### config.mk
export PLATFORM = sky130hd
export DESIGN_NAME = jbi_min_rq_rdq_ctl
export DESIGN_NICKNAME = d
export VERILOG_FILES = /design/src/rtl/jbi_min_rq_rdq_ctl_pkg.sv /design/src/rtl/jbi_min_rq_rdq_ctl.sv
export SDC_FILE = /design/constraint.sdc
export NUM_CORES = 1
export LEC_CHECK = 0
export BUFFER_PORTS_ARGS = -buffer_cell sky130_fd_sc_hd__clkbuf_2
export CAP_MARGIN = 20
export CELL_PAD_IN_SITES_DETAIL_PLACEMENT = 1
export CELL_PAD_IN_SITES_GLOBAL_PLACEMENT = 2
export CORE_MARGIN = 2
export CORE_UTILIZATION = 31
export CTS_CLUSTER_DIAMETER = 100
export CTS_CLUSTER_SIZE = 30
export DETAILED_ROUTE_END_ITERATION = 12
export PLACE_DENSITY_LB_ADDON = 0.25
export SYNTH_ARGS = -nofsm -noshare
export SYNTH_HDL_FRONTEND = slang
export SYNTH_SLANG_ARGS = --single-unit
### constraint.sdc
create_clock -name clk -period 3.6 [get_ports clk]
set_input_delay 0.9 -clock clk [delete_from_list [all_inputs] [get_ports clk]]
set_output_delay 0.9 -clock clk [all_outputs]
set_load 0.02 [all_outputs]
### src/rtl/jbi_min_rq_rdq_ctl_pkg.sv
// rtl/jbi_min_rq_rdq_ctl_pkg.sv - shared RDQ sizing constants for the min RQ
package jbi_min_rq_rdq_ctl_pkg;

    // Number of RDQ buffer entries
    localparam int JBI_RDQ_DEPTH      = 16;
    // RDQ address width; JBI_RDQ_DEPTH == 2**JBI_RDQ_ADDR_WIDTH
    localparam int JBI_RDQ_ADDR_WIDTH = 4;
    // Entries occupied by one full 64B line
    localparam int JBI_RDQ_LINE_ENTRIES = 4;

endpackage

### src/rtl/jbi_min_rq_rdq_ctl.sv
// rtl/jbi_min_rq_rdq_ctl.sv - RDQ pointer, occupancy and transaction-count control
module jbi_min_rq_rdq_ctl
    import jbi_min_rq_rdq_ctl_pkg::*;
#(
    parameter int DEPTH = JBI_RDQ_DEPTH,
    parameter int AW    = JBI_RDQ_ADDR_WIDTH
) (
    input  logic          clk,
    input  logic          rst,
    input  logic          push,
    input  logic          push_last,
    input  logic          pop,
    input  logic          pop_last,
    output logic          rdq_wr_en,
    output logic [AW-1:0] rdq_waddr,
    output logic          rdq_rd_en,
    output logic [AW-1:0] rdq_raddr,
    output logic          rdq_rdata_vld,
    output logic [AW:0]   rdq_count,
    output logic          rdq_full,
    output logic          rdq_empty,
    output logic          rdq_line_space,
    output logic          rdq_tran_avail,
    output logic          rdq_ovf_err,
    output logic          rdq_unf_err
);

    localparam logic [AW:0] COUNT_FULL      = (AW+1)'(DEPTH);
    localparam logic [AW:0] COUNT_LINE_MAX  = (AW+1)'(DEPTH - JBI_RDQ_LINE_ENTRIES);

    logic [AW-1:0] wptr_q, wptr_d;
    logic [AW-1:0] rptr_q, rptr_d;
    logic [AW:0]   count_q, count_d;
    logic [AW:0]   tcnt_q, tcnt_d;
    logic          rdata_vld_q;
    logic          ovf_q, ovf_d;
    logic          unf_q, unf_d;

    logic          push_acc;
    logic          pop_acc;
    logic          tcnt_inc;
    logic          tcnt_dec;

    // Status decode from registered occupancy; reset forces the idle view
    always_comb begin
        rdq_full       = ~rst & (count_q == COUNT_FULL);
        rdq_empty      = rst | (count_q == '0);
        rdq_line_space = rst | (count_q <= COUNT_LINE_MAX);
        rdq_tran_avail = ~rst & (tcnt_q != '0);
        rdq_count      = count_q;
        rdq_waddr      = wptr_q;
        rdq_raddr      = rptr_q;
        rdq_rdata_vld  = rdata_vld_q;
        rdq_ovf_err    = ovf_q;
        rdq_unf_err    = unf_q;
    end

    // Accept push unless full, pop unless empty; no bypass from push to pop
    always_comb begin
        push_acc  = push & ~rdq_full & ~rst;
        pop_acc   = pop & ~rdq_empty & ~rst;
        rdq_wr_en = push_acc;
        rdq_rd_en = pop_acc;
        tcnt_inc  = push_acc & push_last;
        tcnt_dec  = pop_acc & pop_last;
    end

    // Next-state for pointers, counters and sticky error flags
    always_comb begin
        wptr_d  = push_acc ? wptr_q + 1'b1 : wptr_q;
        rptr_d  = pop_acc ? rptr_q + 1'b1 : rptr_q;
        count_d = count_q;
        case ({push_acc, pop_acc})
            2'b10:   count_d = count_q + 1'b1;
            2'b01:   count_d = count_q - 1'b1;
            default: count_d = count_q;
        endcase
        tcnt_d = tcnt_q;
        case ({tcnt_inc, tcnt_dec})
            2'b10:   tcnt_d = tcnt_q + 1'b1;
            2'b01:   tcnt_d = tcnt_q - 1'b1;
            default: tcnt_d = tcnt_q;
        endcase
        ovf_d = ovf_q | (push & rdq_full);
        unf_d = unf_q | (pop & rdq_empty);
    end

    // State registers with synchronous active-high reset
    always_ff @(posedge clk) begin
        if (rst) begin
            wptr_q      <= '0;
            rptr_q      <= '0;
            count_q     <= '0;
            tcnt_q      <= '0;
            rdata_vld_q <= 1'b0;
            ovf_q       <= 1'b0;
            unf_q       <= 1'b0;
        end else begin
            wptr_q      <= wptr_d;
            rptr_q      <= rptr_d;
            count_q     <= count_d;
            tcnt_q      <= tcnt_d;
            rdata_vld_q <= pop_acc;
            ovf_q       <= ovf_d;
            unf_q       <= unf_d;
        end
    end

endmodule

* Word level (Yosys, flattened, before mapping)
Index checks and enable logic that the tools add are counted.
** Storage, ports and cells
- Flip-flop bits (word level) :: 21
- Memory bits (read-only) :: 0
- RAM bits :: 0
- Bits in latches :: 0
- Input bits :: 6
- Memories :: 0
- Output and inout bits :: 22
** Cells by class
- Multiplexer cells :: 2
- Bitwise logic cells :: 17
- Shift operators :: 0
- Reduce and logical (&&, ||, !) cells :: 4
- Multipliers :: 0
- $add $sub $neg :: 6
- Equality and inequality tests :: 5
- Divide/modulo/power cells :: 0
- Order comparisons :: 1
** Operator list (count)
- $pmux 5 s2 :: 2
- $add 5x1->5 const B :: 2
- $and 1x1->1 :: 10
- $sub 5x1->5 const B :: 2
- $add 4x1->4 const B :: 2
- $eq 5x5->1 const B :: 1
- $le 5x4->1 const B :: 1
- $logic_not 5->1 :: 1
- $reduce_bool 5->1 :: 1
- $eq 2x1->1 const B :: 2
- $eq 2x2->1 const B :: 2
- $or 1x1->1 :: 4
- $reduce_bool 2->1 :: 2
- $not 1->1 :: 3

* Logic depth before layout (Yosys ltp)
Gate-level depths: netlist of run 1.
- Depth in word-level cells :: 8
- Mapped depth :: 15

* Worst setup path before layout of run 1
No wires, ideal clock.
- Path kind :: in2reg
- Start :: in push
- End :: reg tcnt_q[4]
- Required time :: 3.479 ns
- Setup slack :: 0.268 ns
- Arrival :: 3.211 ns
- Library setup time :: 0.121 ns
- Stages :: 12
- Cell sequence :: a21boi_1 > nand2b_1 > inv_1 > nand2_1 > ha_1 > buf_2 > xor2_1 > ha_1 > nand3b_1 > mux2_2 > o211ai_1 > mux2_2
** On the way
- Longest elaborated chain between the ends :: 5
- Elaborated cells between the ends (all ways) :: 7
** Ends and longest elaborated chain
- start, declared :: line jbi_min_rq_rdq_ctl.sv:10 : input logic push,
- $and 1x1->1 * (2 in a row) :: line jbi_min_rq_rdq_ctl.sv:60 : push_acc = push & ~rdq_full & ~rst;
- named net rdq_wr_en :: line jbi_min_rq_rdq_ctl.sv:14 : output logic rdq_wr_en,
- $and 1x1->1 * :: line jbi_min_rq_rdq_ctl.sv:64 : tcnt_inc = push_acc & push_last;
- $eq 2x1->1 / $eq 2x2->1 (equally long branches) :: line jbi_min_rq_rdq_ctl.sv:79 : case ({tcnt_inc, tcnt_dec})
- $pmux 5 s2 / $reduce_bool 2->1 (equally long branches)
- end signal, assigned :: line jbi_min_rq_rdq_ctl.sv:102 : tcnt_q <= tcnt_d;
- end, declared :: line jbi_min_rq_rdq_ctl.sv:34 : logic [AW:0] tcnt_q, tcnt_d;
The timed path passes the listed nets; every way through them passes the cells marked *.
A chain may end at the register's enable or synchronous reset.

* Final worst setup path of run 1
- Start :: reg count_q[0] (netlist: rdq_count[0])
- End :: reg tcnt_q[4]
** On the way
- Longest elaborated chain between the ends :: 8
- Elaborated cells between the ends (all ways) :: 16
** Ends and longest elaborated chain
- start, declared :: line jbi_min_rq_rdq_ctl.sv:33 : logic [AW:0] count_q, count_d;
- start signal, assigned :: line jbi_min_rq_rdq_ctl.sv:101 : count_q <= count_d;
- $eq 5x5->1 / $logic_not 5->1 (equally long branches) :: line jbi_min_rq_rdq_ctl.sv:46, jbi_min_rq_rdq_ctl.sv:47
- $and 1x1->1 / $or 1x1->1 (equally long branches) :: line jbi_min_rq_rdq_ctl.sv:46, jbi_min_rq_rdq_ctl.sv:47
- $not 1->1, on equally long branches :: line jbi_min_rq_rdq_ctl.sv:60, jbi_min_rq_rdq_ctl.sv:61
- $and 1x1->1, on equally long branches (2 in a row) :: line jbi_min_rq_rdq_ctl.sv:60, jbi_min_rq_rdq_ctl.sv:61
- $and 1x1->1, on equally long branches :: line jbi_min_rq_rdq_ctl.sv:64, jbi_min_rq_rdq_ctl.sv:65
- $eq 2x1->1 / $eq 2x2->1 (equally long branches) :: line jbi_min_rq_rdq_ctl.sv:79
- $pmux 5 s2 / $reduce_bool 2->1 (equally long branches)
Parallel ways exist; a longest one is shown, timed or not.

==> metrics.md, run 1 <==
| Metric | Value |
|---|---|
| Syn-to-layout area delta | `19.4%` |
| Largest net degree at the start of global routing | `16` |
| Mapped cell area | `1220 µm²` |
| Flops & latches, synth | `21` |
| Max-cap violations | `0` |
| Share of cells above drive strength 1 | `24.9%` |
| EDFF count, synth | `0` |
| Total power | `605 µW` |
| Post-CTS Resized | `0` |
| TritonCTS clock tree | `done` |
| Data arrival, critical path | `approximately 3.3 ns` |
| Synth top area cells | `dfxtp_1 (34%), ha_1 (10%), nor2_1 (7.7%)` |
| CTS sink count | `21` |
| Cell taking the most area after synthesis | `dfxtp_1` |
| Grt met2 use | `26.8%` |
| Antenna Nets Post-Route | `0` |
| Max-slew violations | `0` |
| TNS Setup | `0 ns` |
| Critical path class | `reg -> reg` |
| Pleak | `between 0.0006 and 0.0007 µW` |
| Synth cell types | `37` |
| Mean post-synth cell area | `8.65 µm²` |
| Post-layout net count | `187` |
| Avg WL per Cell | `12.9 µm` |
| Required time of the critical path | `between 3 and 4 ns` |
| Die ar. | `4450 µm²` |
| DRC | `0` |
| Global route overflow | `0` |
| FF/Latch Area | `420 µm²` |
| Gr busiest metal | `met2` |
| Detailed Route WL | `2.81 mm` |
| Slew @ Worst Pin | `~0.4 ns` |
| Syn_nets | `158` |
| Post-DP HPWL | `2.18 mm` |
| Max VDD drop | `200 µV` |
| Setup Skew | `0.00185 ns` |
| Initial antenna violation count | `0` |
| IO buf count | `27` |
| Core area | `between 3000 and 4000 µm²` |
| Met1 usage | `16.8%` |
| Vias in the first global route | `~1,100` |
| Hold Path Class | `reg -> reg` |
| Peak Freq | `~310 MHz` |
| Fillers | `about 470` |
| Gpl congestion | `~0.75` |
| Initial Util | `32.8%` |
| Clock Latency Late Sink | `0.26 ns` |
| Met3 usage | `2.70%` |
| Post-synthesis sequential area ratio | `34.5%` |
| Area of the multi-input gates | `742 µm²` |
| Post-CTS Setup Inserts | `0` |
| Slew Limit Headroom | `73.0%` |
| Commonest non-fill, non-tap cell in the layout | `clkbuf_2` |
| Status | `finished, final reports clean` |
| CTS max path bufs | `2` |
| Crit-path max FO | `9` |
| Unrepaired setup endpoints after global routing | `no` |
| Antenna diodes | `0` |
| Synth warn | `0` |
| Setup crit start kind | `register` |
| Root buf cell | `clkbuf_8` |
| Avg Vias per Cell | `4.94` |
| Total CTS buffers | `3` |
| Tmin final | `~3.2 ns` |
| CP endpoint kind | `register` |
| Share of the synthesized area in the top cell type | `34.5%` |
| Async set or reset register ratio after synthesis | `0%` |
| Final setup violation count | `0` |
| First-pass GRT wire length | `4.91 mm` |
| PD cells | `about 420 nW/µm²` |
| Hold Fails Final Rpt | `0` |
| Overall Global Routing Usage | `around 15%` |
| Synth Instances | `141` |
| Ports | `28` |
| Final Cycle Share | `88.6%` |
| Vias | `1,071` |
| Row cnt | `22` |
| Post-CTS Hold Fix Bufs | `0` |
| Most frequent cells in the layout | `clkbuf_2 (27), nor2_1 (25), dfxtp_1 (21)` |
| DRT Pass-1 Iters | `4` |
| Prevailing post-synth register cell | `dfxtp_1` |
| Clock slew seen by the registers of the worst setup and hold paths | `0.08 ns` |
| Die width | `66.7 µm` |
| Die span in y | `66.7 µm` |
| Drt initial violations | `between 50 and 60` |
| CTS HTree Levels | `1` |
## sequential cells by signal, indices dropped and copies added (netlist names)
register	count
rdq_count	5
rdq_unf_err	1
rdq_ovf_err	1
rdq_waddr	4
rdq_raddr	4
tcnt_q	5
rdq_rdata_vld	1
## final timing paths
path	startpoint	end	slack, ns	cells past startpoint
worst max-delay path	rdq_count[0]$_SDFFE_PP0P_	tcnt_q[4]$_SDFFE_PP0P_	0.41	12
worst min-delay path	rdq_ovf_err$_SDFF_PP0_	rdq_ovf_err$_SDFF_PP0_	0.49	2
worst max register to register	rdq_count[0]$_SDFFE_PP0P_	tcnt_q[4]$_SDFFE_PP0P_	0.41	12
worst min register to register	rdq_ovf_err$_SDFF_PP0_	rdq_ovf_err$_SDFF_PP0_	0.49	2
## stage by stage
step / utilization (%) / hold WS, ns / cells / setup WS (ns) / area [µm²]
after floorplan: - / 0.517 / 141 / 0.268 / 1220
after global placement: 37.9 / 0.450 / 213 / 0.380 / 1410
after detailed placement: 37.9 / 0.473 / 213 / 0.309 / 1410
after CTS: 39.2 / 0.494 / 217 / 0.353 / 1460
after global routing: 39.2 / 0.532 / 217 / 0.0757 / 1460
final: 39.2 / 0.494 / 217 / 0.409 / 1460
## layer usage
layer	part of all wire (%)	vias up
li1	-	537
met1	42	519
met2	53	13
met3	3.1	2
met4	0.96	0
met5	0	-
## report_power, final
part	leakage [µW]	switching [µW]	internal (µW)
Combinational	0.000486	100	74.8
Clock	0.0000255	78.3	77.0
Sequential	0.000171	24.1	250
Total	0.000682	202	402
## synth_stat cells, types with 2 or more instances
master,n
or3_1,2
clkbuf_1,4
nor2_1,25
xor2_1,8
nand3b_1,2
mux2i_1,4
a21oi_1,10
inv_1,6
nor2b_1,4
a21o_1,2
nand2_1,4
nor4bb_1,2
ha_1,10
o211ai_1,2
o21ai_0,5
mux2_2,3
xnor2_1,2
dfxtp_1,21
nor3_1,3
nand3_1,5
## cell type report
cell class,instances,share of cell area [%]
inverters,6,1.55
clock buffers,3,2.84
well taps,48,4.12
repair buffers,31,11.3
flip-flops and latches,21,28.9
clock inverters,1,0.344
multi-input cells,107,50.9
## cell families (layout without fill, tap and decap cells)
kind of cell	Yosys count	after routing	share of synthesized area, %
buffers and inverters	13	41	4.72
adders and majority gates	11	11	11.9
xor gates and xnor gates	10	10	7.18
DFF	21	21	34.5
muxes	7	7	6.05
AOI/OAI and AO/OA	22	22	10.5
and+or+nand+nor	57	57	25.2
## worst max-delay path: stages (launching register included)
cell and delay, ns:
dfxtp_1 0.39, nor4_2 0.45, and2_4 0.24, nand2b_4 0.16, nor2_1 0.08, and2_1 0.18, ha_1 0.22, buf_4 0.17
ha_1 0.31, nor4bb_1 0.28, o21ai_0 0.13, o211ai_1 0.11, mux2_2 0.35
Power figures use the tool's default switching activity.
==> run 2, diff against run 1 <==
- ABC_AREA: not set -> 1
- CORE_UTILIZATION: 31 -> 30
==> run 2 against run 1 <==
- critical path depth up 8
- combinational power up 31%
- clock skew up 0.0013 ns
- worst setup slack better by 0.49 ns
- area after synthesis up 9.2%
- power up 11%
- clock power up 3%
- global-route usage down 1.2 points
- core utilization down 3.0 points
- sequential power up 3%
- largest cell class unchanged
- hold slack worse by 0.010 ns
- design area up 7.5%
==> metrics.md, run 2 <==
| Metric | Value |
|---|---|
| Status | `finished, final reports clean` |
| Die ar. | `4990 µm²` |
| Syn_nets | `approximately 190` |
| Critical path class | `in -> reg` |
| Die width | `70.6 µm` |
| Setup crit start kind | `input port` |
| Post-layout net count | `225` |
| Ports | `28` |
| PD cells | `~430 nW/µm²` |
| Root buf cell | `clkbuf_8` |
| Max VDD drop | `149 µV` |
| First-pass GRT wire length | `5.54 mm` |
| DRT Pass-1 Iters | `4` |
| Family with the most delay on the worst path | `simple AND/OR/NAND/NOR gates` |
| CP max stage cell | `ha_1` |
| Syn-to-layout area delta | `17.5%` |
| Overall Global Routing Usage | `about an eighth` |
| Synth top area cells | `dfxtp_1 (32%), nand2_1 (9.6%), ha_1 (9.4%)` |
| Total CTS buffers | `3` |
| Max-slew violations | `0` |
| Core area | `around 4300 µm²` |
| Fin area | `1570 µm²` |
| Avg Vias per Cell | `4.63` |
| Antenna diodes | `0` |
| Drt initial violations | `11` |
| Mean post-synth cell area | `between 7 and 8 µm²` |
| Setup Skew | `0.00316 ns` |
| Prevailing post-synth register cell | `dfxtp_1` |
| Crit-path max FO | `15` |
| Top-count cell post-synth | `nand2_1` |
| Post-CTS Resized | `0` |
| Post-synth top cells | `nand2_1 (34), inv_1 (31), dfxtp_1 (21)` |
| Gpl congestion | `~0.76` |
| Unrepaired setup endpoints after global routing | `no` |
| Post-CTS Hold Fix Bufs | `0` |
| Final setup violation count | `0` |
| Clock slew seen by the registers of the worst setup and hold paths | `0.08 ns` |
| CTS sink count | `21` |
| TritonCTS clock tree | `done` |
| Mapped cell area | `1330 µm²` |
| Initial Util | `30.8%` |
| Async set or reset register ratio after synthesis | `0%` |
| Hold Path Class | `reg -> reg` |
| Initial antenna violation count | `0` |
| Slew Limit Headroom | `81.6%` |
| Most used cell, CP | `nand2_1` |
| Fin Hold WS | `0.485 ns` |
| Vias | `1,198` |
| Final Cycle Share | `75.0%` |
| Cell taking the most area after synthesis | `dfxtp_1` |
| IO buf count | `27` |
| Tmin final | `between 2 and 3 ns` |
| Clock Latency Late Sink | `0.26 ns` |
| Synth warn | `0` |
| CP endpoint kind | `register` |
| Data arrival, critical path | `2.86 ns` |
| Max-cap violations | `0` |
| Hold Fails Final Rpt | `0` |
| Crit path largest cell delay | `0.27 ns` |
| Total power | `between 600 and 700 µW` |
| Pleak | `a little under 0.0008 µW` |
| CTS max path bufs | `2` |
| Global route overflow | `0` |
| Avg WL per Cell | `11.8 µm` |
| RR Startpoint | `rdq_count[0]$_SDFFE_PP0P_` |
| Detailed Route WL | `3.06 mm` |
| Worst Setup SP | `rst` |
| Die span in y | `a little over 70 µm` |
| Slew @ Worst Pin | `0.275 ns` |
| Hold wc startpoint | `rdq_ovf_err$_SDFF_PP0_` |
| Cell Chain, Critical Path | `clkbuf_2 > buf_4 > nor2_4 > nand4_4 > nand3_4 > inv_1 > nand2_1 > ha_1 > nand2_1 > inv_1 > nor2_2 > ha_1 > inv_1 > nand2_1 > nand3_1 > nand2_1 > nand2_1 > nand3_1 > nand2_1 > inv_1` |
| Largest net degree at the start of global routing | `16` |
| CTS HTree Levels | `1` |
| Vias in the first global route | `1,252` |
| Buffers and inverters on the worst path | `6` |
| Required time of the critical path | `3.76 ns` |
| TNS Setup | `0 ns` |
| Peak Freq | `370 MHz` |
| Share of cells above drive strength 1 | `23.7%` |
| EDFF count, synth | `0` |
| Row cnt | `24` |
| Commonest non-fill, non-tap cell in the layout | `nand2_1` |
| Flops & latches, synth | `21` |
| Share of the synthesized area in the top cell type | `31.5%` |
| Synth cell types | `27` |
| Placed cell area | `1520 µm²` |
| Post-synthesis sequential area ratio | `a little under a third` |
| Antenna Nets Post-Route | `0` |
| Post-CTS Setup Inserts | `0` |
| Post-DP HPWL | `2.52 mm` |
| Most frequent cells in the layout | `nand2_1 (34), inv_1 (31), clkbuf_2 (27)` |
| Synth Instances | `177` |
| DRC | `0` |
[run 2: changes by cell type after synthesis, sizes merged, moves of 4 or more]
cell    change
nand2      +34
inv        +27
nor2       -12
nand3      +10
a21oi       +9
xor2        -5
clkbuf      -4
mux2i       -4
nor2b       -4
[run 2: power by group]
part           internal, µW  switching [µW]  total [µW]
combinational          81.4             149         230
sequential              256            26.8         283
clock                  78.9            79.7         159
total                   417             255         672
[run 2: kinds of logic after synthesis]
group	share of synthesized area, %
compound gates	12.4
xor+xnor	5.26
fa+ha+maj	10.9
buf+inv	11.5
flops	31.5
simple gates	28.4
[run 2: per-stage QoR]
step                cells  util (%)  setup WS (ns)
finish                259      36.2          0.899
global route          259      36.2          0.610
CTS                   259      36.2          0.877
detailed placement    255      35.2          0.601
global placement      255      35.2          0.649
floorplan             177         -          0.921
[run 2: path summary, 6_finish.rpt]
check,endpoint,slack [ns],cells past startpoint
setup / recovery,tcnt_q[4]$_SDFFE_PP0P_,0.90,20
hold / removal,rdq_ovf_err$_SDFF_PP0_,0.48,2
setup reg to reg,rdq_count[4]$_SDFFE_PP0P_,1.28,12
hold reg to reg,rdq_ovf_err$_SDFF_PP0_,0.48,2
[run 2: final cells by class]
cell class / instances / area, µm²
timing repair buffer: 29 / 150
tap: 52 / 65.1
multi-input combinational: 120 / 758
clock buffer: 4 / 45.0
inverter: 33 / 126
fill: 561 / 2760
sequential: 21 / 420
[run 2: routing by layer]
| layer | vias up | share of wire [%] | wire (µm) | global-route usage (%) |
|---|---|---|---|---|
| li1 | 625 | - | - | - |
| met1 | 560 | 50 | 1520 | 17.9 |
| met2 | 11 | 48 | 1480 | 23.0 |
| met3 | 2 | 1.8 | 54 | 1.71 |
| met4 | 0 | 0.42 | 13 | 3.14 |
| met5 | - | 0 | 0 | 0 |
[run 2: worst reg2reg max path, cell delays in order (launching register included)]
cell and delay (ns):
dfxtp_1 0.48, nor2_4 0.09, nand4_2 0.12, nand3_4 0.13
inv_4 0.13, ha_1 0.30, inv_1 0.09, fa_1 0.42
nor2_1 0.16, o21ai_0 0.10, nand2_1 0.08, nand2_1 0.05
a21oi_1 0.11
